### src/rtl/avg_pkg.sv
// avg_pkg: shared AVG opcodes, fetch state encoding and return-stack default depth
package avg_pkg;
  localparam logic [2:0] OP_VCTR  = 3'b000;
  localparam logic [2:0] OP_HALT  = 3'b001;
  localparam logic [2:0] OP_SVEC  = 3'b010;
  localparam logic [2:0] OP_STORE = 3'b011;
  localparam logic [2:0] OP_CNTR  = 3'b100;
  localparam logic [2:0] OP_JSR   = 3'b101;
  localparam logic [2:0] OP_RTS   = 3'b110;
  localparam logic [2:0] OP_JMP   = 3'b111;
  localparam int DEF_STACK_DEPTH = 4;
  typedef enum logic [2:0] {IDLE, RD_HI, RD_LO, CAP_LO, PRESENT} fetch_state_t;
endpackage

### src/rtl/avg_ret_stack.sv
// avg_ret_stack: LIFO of subroutine return addresses; push when full and pop when empty are dropped
module avg_ret_stack
  import avg_pkg::*;
#(
  parameter int DEPTH = DEF_STACK_DEPTH
) (
  input  logic        clk,
  input  logic        rst_n,
  input  logic        clear,
  input  logic        push,
  input  logic        pop,
  input  logic [15:0] din,
  output logic [15:0] dout,
  output logic        full,
  output logic        empty
);
  localparam int AW = $clog2(DEPTH);
  localparam logic [AW:0] ONE = (AW+1)'(1);
  logic [AW:0] sp;
  logic [AW:0] sp_m1;
  logic [15:0] mem [DEPTH];
  assign sp_m1 = sp - ONE;
  assign full  = sp == (AW+1)'(DEPTH);
  assign empty = sp == '0;
  assign dout  = mem[sp_m1[AW-1:0]];
  // stack pointer: cleared on reset or frame start, moves on accepted push/pop
  always_ff @(posedge clk)
    if (!rst_n || clear) sp <= '0;
    else if (push && !full) sp <= sp + ONE;
    else if (pop && !empty) sp <= sp_m1;
  // entry storage needs no reset; only slots below sp are ever read meaningfully
  always_ff @(posedge clk)
    if (push && !full) mem[sp[AW-1:0]] <= din;
endmodule

### src/rtl/avg_fetch.sv
// avg_fetch: AVG instruction fetch and program flow; AVG_SHORT_FETCH_EN skips the second read for one-word opcodes
module avg_fetch
  import avg_pkg::*;
#(
  parameter int          STACK_DEPTH = DEF_STACK_DEPTH,
  parameter logic [15:0] START_ADDR  = 16'h2000
) (
  input  logic        clk,
  input  logic        rst_n,
  input  logic        go,
  input  logic [15:0] start_addr,
  output logic        mem_rd,
  output logic [14:0] mem_addr,
  input  logic [15:0] mem_data,
  output logic [31:0] inst,
  output logic        inst_valid,
  input  logic        inst_ready,
  input  logic [2:0]  dcd_pcOffset,
  input  logic        dcd_jmp,
  input  logic        dcd_jsr,
  input  logic        dcd_ret,
  input  logic        dcd_halt,
  input  logic [15:0] dcd_jumpAddr,
  output logic        halted,
  output logic        stack_err,
  output logic [15:0] pc
);
  fetch_state_t state, state_n;
  logic [15:0] pc_n, step, top;
  logic        push, pop, clear, err_set, full, empty, short_f;
`ifdef AVG_SHORT_FETCH_EN
  assign short_f = mem_data[15:13] != OP_VCTR;
`else
  assign short_f = 1'b0;
`endif
  assign step       = pc + {12'b0, dcd_pcOffset, 1'b0};
  assign mem_rd     = state == RD_HI || (state == RD_LO && !short_f);
  assign mem_addr   = state == RD_HI ? pc[15:1] : state == RD_LO ? pc[15:1] + 15'd1 : '0;
  assign inst_valid = state == PRESENT;
  assign halted     = state == IDLE;
  avg_ret_stack #(.DEPTH(STACK_DEPTH)) u_stack (
    .clk   (clk),
    .rst_n (rst_n),
    .clear (clear),
    .push  (push),
    .pop   (pop),
    .din   (step),
    .dout  (top),
    .full  (full),
    .empty (empty)
  );
  // sequencing of the two word reads and the flow-control decision on acceptance
  always_comb begin
    state_n = state;
    pc_n    = pc;
    push    = 1'b0;
    pop     = 1'b0;
    clear   = 1'b0;
    err_set = 1'b0;
    case (state)
      IDLE: if (go) begin
        state_n = RD_HI;
        pc_n    = start_addr;
        clear   = 1'b1;
      end
      RD_HI:  state_n = RD_LO;
      RD_LO:  state_n = short_f ? PRESENT : CAP_LO;
      CAP_LO: state_n = PRESENT;
      PRESENT: if (inst_ready) begin
        state_n = RD_HI;
        if (dcd_halt) begin
          state_n = IDLE;
          pc_n    = step;
        end else if (dcd_ret) begin
          err_set = empty;
          pop     = !empty;
          pc_n    = empty ? pc : top;
          state_n = empty ? IDLE : RD_HI;
        end else if (dcd_jmp && dcd_jsr) begin
          push    = !full;
          err_set = full;
          pc_n    = dcd_jumpAddr;
        end else if (dcd_jmp) pc_n = dcd_jumpAddr;
        else pc_n = step;
      end
      default: state_n = IDLE;
    endcase
  end
  // state, pc, sticky error and the assembled instruction halves
  always_ff @(posedge clk)
    if (!rst_n) begin
      state     <= IDLE;
      pc        <= START_ADDR;
      inst      <= '0;
      stack_err <= 1'b0;
    end else begin
      state     <= state_n;
      pc        <= pc_n;
      stack_err <= clear ? 1'b0 : stack_err | err_set;
      if (state == RD_LO) inst[31:16] <= mem_data;
      if (state == RD_LO && short_f) inst[15:0] <= '0;
      if (state == CAP_LO) inst[15:0] <= mem_data;
    end
endmodule

### config.mk
export PLATFORM = sky130hd
export DESIGN_NAME = avg_fetch
export DESIGN_NICKNAME = d
export VERILOG_FILES = /design/src/rtl/avg_pkg.sv /design/src/rtl/avg_ret_stack.sv /design/src/rtl/avg_fetch.sv
export SDC_FILE = /design/constraint.sdc
export NUM_CORES = 1
export LEC_CHECK = 0
export CAP_MARGIN = 0
export CORE_MARGIN = 2
export CORE_UTILIZATION = 45
export CTS_BUF_LIST = sky130_fd_sc_hd__clkbuf_8 sky130_fd_sc_hd__clkbuf_16
export CTS_CLUSTER_DIAMETER = 50
export DETAILED_ROUTE_END_ITERATION = 6
export GPL_TIMING_DRIVEN = 0
export PLACE_DENSITY = 0.77
export SLEW_MARGIN = 15
export SYNTH_ARGS = -nofsm -noshare
export SYNTH_HDL_FRONTEND = slang
export SYNTH_HIERARCHICAL = 1
export SYNTH_SLANG_ARGS = --single-unit
### constraint.sdc
create_clock -name clk -period 2.47 [get_ports clk]
set_input_delay 0.6175 -clock clk [delete_from_list [all_inputs] [get_ports clk]]
set_output_delay 0.6175 -clock clk [all_outputs]
set_load 0.05 [all_outputs]
# After elaboration in Yosys (flattened, before gate mapping)
# Memories as Yosys holds them, arrays and structs flattened.
# Cells that the tools add are included.
[word_totals]
ff_bits = 55
latch_bits = 0
ram_bits = 64
romBits = 0
in_bits = 59
out_inout_bits = 67
word_cells = 72
n_memories = 1
[mem_list]
columns = ["name", "depth", "word_bits", "read_ports", "rd_ports_with_merged_regs", "write_ports", "line_no", "source"]
rows = [
  ["u_stack.mem", 4, 16, 1, 0, 1, "avg_ret_stack.sv:21", "logic [15:0] mem [DEPTH];"],
]
[classes]
add_sub_neg = 4
mul = 0
div_mod_pow = 0
magnitude_cmp = 0
eq_ne = 8
n_shift = 0
mux = 36
bitwise = 2
reduce_logical = 15
[ops]
columns = ["cell", "count"]
rows = [
  ["$mux W16", 7],
  ["$pmux W16 S2", 1],
  ["$mux W15", 2],
  ["$mux W1", 21],
  ["$add A16 B4 Y16", 1],
  ["$add A15 B1 Y15 const B", 1],
  ["$pmux W3 S5", 1],
  ["$mux W3", 4],
  ["$eq A3 B2 Y1 const B", 2],
  ["$eq A3 B3 Y1 const B", 2],
  ["$logic_not A3 Y1", 2],
  ["$ne A4 B4 Y1 const B", 1],
  ["$reduce_and A4 Y1", 1],
  ["$reduce_bool A2 Y1", 2],
  ["$add A3 B1 Y3 const B", 1],
  ["$eq A3 B1 Y1 const B", 1],
  ["$logic_and A1 B1 Y1", 3],
  ["$logic_not A1 Y1", 3],
  ["$sub A3 B1 Y3 const B", 1],
  ["$logic_or A1 B1 Y1", 2],
  ["$ne A2 B1 Y1 const B", 1],
  ["$ne A2 B2 Y1 const B", 1],
  ["$reduce_and A2 Y1", 1],
  ["$reduce_or A2 Y1", 1],
  ["other kinds (2)", 2],
]

# Depth between registers and ports, before layout
[depth]
depth_word = 10
mapped_depth = 12
mapped_depth_nobuf = 8

# Modules after synthesis
# The synthesis kept the hierarchy.
[by_module_without_submodules]
columns = ["mod", "instances", "cells_per_inst", "area_per_inst_um2", "seq_area_each_um2"]
rows = [
  ["avg_fetch", 1, 449, 3285.7, 1041.0],
  ["avg_ret_stack", 1, 118, 2617.5, 1981.9],
]

# Worst setup path after synthesis
# No wires, ideal clock.
[synth_path]
kind = "reg-to-output"
start = "register pc[2]"
end = "output port mem_addr[14]"
arrival_time_ns = 3.150
required_ns = 1.852
path_slack_ns = -1.297
path_stages_with_launch = 6
path_buffers = 0
path_cell_list = "dfxtp_1 > ha_1 > nand3_1 > nor2_1 > nand2_1 > o41ai_1"
[synth_via]
elab_chain_cells = 3
[synth_lines]
columns = ["element", "line_no", "source"]
rows = [
  ["start, declared", "avg_fetch.sv:26", "output logic [15:0] pc"],
  ["start signal, assigned", "avg_fetch.sv:98", "pc <= pc_n;"],
  ["$add A15 B1 Y15", "avg_fetch.sv:38", "assign mem_addr = state == RD_HI ? pc[15:1] : state == RD_LO ? pc[15:1] + 15'd1 : '0;"],
  ["$mux W15 (2 in series)", "avg_fetch.sv:38", ""],
  ["end, declared", "avg_fetch.sv:13", "output logic [14:0] mem_addr,"],
]
# No other way between the ends.

# Worst setup path after layout
[layout_path]
start = "register pc[1]"
end = "output port mem_addr[14]"
# The elaborated chain is that of the path after synthesis.

==> metrics <==
status=finished, violations left; failing checks=negative setup slack; Maximum Capacitance Violations=0; maximum vdd drop=477 uV; 1st-iter DRT viols=710; Die Width=119 um; RSZ-0062 raised after global routing=true; # hold bufs at CTS=0; synth top area cells=edfxtp_1 (33%), dfxtp_1 (19%), mux4_2 (6.1%); sw power=1.84 mW; CTS tree=built; WP data required=1.85 ns; Mapped Cells=567; count leader, synth=nand2_1; TritonCTS Buffers=17; WL per Instance=22.9 um; I/O pins=126; synth warn=6; crit path launch=pc[1]; Synth area leader=edfxtp_1; power per cell area=659 mW/mm^2; Detail Placement HPWL=13.3 mm; Global Route Usage Sum=29.2%; ratio of cells with drive above 1 in the final layout=32.7%; Top FF cell, synth=edfxtp_1; n_diodes=0; synth unique cells=68; initial antenna violation count=0; Logic pwr share=22.9%; worst-path cell chain=ha_4, nand3_4, nor2_4, nand2_4, o41ai_4, buf_6; Pre-antenna DRT Iters=5; syn avg cell area=10.4 um^2; r2r worst-path depth=9; Critical Path AT=2.01 ns; CTS root buffer=clkbuf_16; cell-internal power=4.20 mW; routed vias=5864; Hold Crit Class=reg2reg; clock share of power=39.3%; GRT Residual Overflow=0; Post-synth ARST share=0%; Final setup violation count=80; area share of the largest cell type after synthesis=32.6%; Clock Path Buffers=2; clk sinks=119; min setup slack post-route=-0.158 ns; vias in the first global route=5534; post-route ant nets=0; Static Leak=3.31 nW; H-tree depth=4; Slew HR=51.9%; fin crit period=2.63 ns; Flop pwr share=37.8%; Reg2Reg Capture Point=u_stack/mem[0][1]; fin nets=831; hold path cells=2; total power=6.04 mW; CP endpoint=mem_addr[14]; RD Place Congestion=0.934; Die Ht=119 um; pin count of the biggest net entering global routing=17; DR DRC count=0; Yosys reg bits=119; reg2reg start=state[1]; Least-Margin Pin Slew=0.721 ns; critical path class=reg2out; FP Rows=41; Sw Ratio=30.5%; Period Utilization, post-route=106%; hold slack=0.450 ns; post-placement cell area=0.00751 mm^2; Clk Latency, worst-skew pair=0.42 ns; global-route wire length before repair=31.1 mm; max incr delay on CP=0.41 ns; final clock skew=0.00985 ns; vias per inst=6.20; PortBufs=124; Critical Path End Type=output pin; CP Max Fanout=6; Post-Syn Area=0.00590 mm^2; Post-synth EDFFs=64; Initial Util=46.4%; clk slew on worst S/H paths=0.06 ns; area delta synth->final=55.4%; Final Cell Area=0.00917 mm^2; Crit-path slowest cell=dfxtp_4; max-slew violations=0; synth cell count leaders=nand2_1 (96), edfxtp_1 (64), a21oi_1 (62); Max Fclk=381 MHz; total die area=0.0141 mm^2; R2R Setup Slk=-0.08 ns; core area=0.0127 mm^2; syn nets=637; Routed WL=21.7 mm; post-synthesis sequential area ratio=51.2%; Startpoint Class=flip-flop; Final Hold Violating Endpoints=0
## critical path, delay by kind of cell, from the launching register on
family / cells / cell delay [ns]
fa+ha+maj: 1 / 0.18
buf+inv: 1 / 0.20
simple gates: 3 / 0.54
flops: 1 / 0.41
compound gates: 1 / 0.25
## what timing repair did
item                       4_1_cts  5_1_grt
hold endpoints to repair         0        0
setup endpoints to repair      126      113
pin swaps                       19       21
cloned                           5        2
gates resized for setup        224       52
setup buffers                   25       29
## layout make-up
type                    count  area, um^2
multi-input cells         398        3170
fillers                   841        3550
repair buffers            181        1800
plain buffers              34         315
inverters                  10        45.0
clock inverters            15         139
flip-flops and latches    119        3070
well taps                 172         215
clock buffers              17         425
## state kept, by name, indices dropped and copies added (netlist names)
register,cells
inst,32
pc,16
stack_err,1
state,3
u_stack/mem,64
u_stack/sp,3
## cell families after synthesis
kind of cell | synth area share [%]
xor gates and xnor gates | 2.23
buffers and inverters | 5.17
adders and majority gates | 2.46
and+or+nand+nor | 15.8
muxes | 6.27
DFF | 51.2
AOI/OAI and AO/OA | 16.9
## metrics by stage
step           TNS (ns)  worst slack, ns  utilization, %  std cells
2_1_floorplan    -0.313           -0.267               -        567
3_3_place_gp     -81.82           -0.808            59.0        863
3_5_place_dp     -92.51           -0.871            59.0        863
4_1_cts           -1.34           -0.147            68.6        918
5_1_grt           -9.24           -0.221            72.1        946
6_report          -5.30           -0.158            72.1        946
## layout by cell type, fill, tap and decap left out, types with 14 or more instances in the layout
master	instances
buf_4	50
clkdlybuf4s50_1	105
edfxtp_1	64
nand2_1	88
dfxtp_1	39
mux4_2	16
clkbuf_16	20
o21ai_0	14
nor2_1	22
a21oi_1	57
buf_6	23
## worst min path at each step
stage | startpoint | to
6_report | inst[18] | inst[18]
5_1_grt | inst[18] | inst[18]
4_1_cts | inst[18] | inst[18]
3_5_place_dp | inst[18] | inst[18]
3_3_place_gp | inst[22] | inst[22]
2_1_floorplan | pc[0] | u_stack/mem[0][0]
## metal layers
| metal | GRT usage (%) | vias to the layer above | routed length (um) |
|---|---|---|---|
| met3 | 7.24 | 100 | 2250 |
| met4 | 14.2 | 0 | 1130 |
| met2 | 47.6 | 440 | 10400 |
| met5 | 0 | - | 0 |
| met1 | 36.2 | 2851 | 7910 |
| li1 | - | 2473 | - |
## power groups by stage
stage                     combinational (mW)  sequential (mW)  clock (mW)
final                                   1.39             2.29        2.37
after global routing                    1.44             2.29        2.46
after CTS                               1.24             2.27        2.38
after detailed placement                1.11             2.27           0
after global placement                  1.09             2.27           0
after floorplan                        0.521             2.44           0
Power figures use the tool's default switching activity.
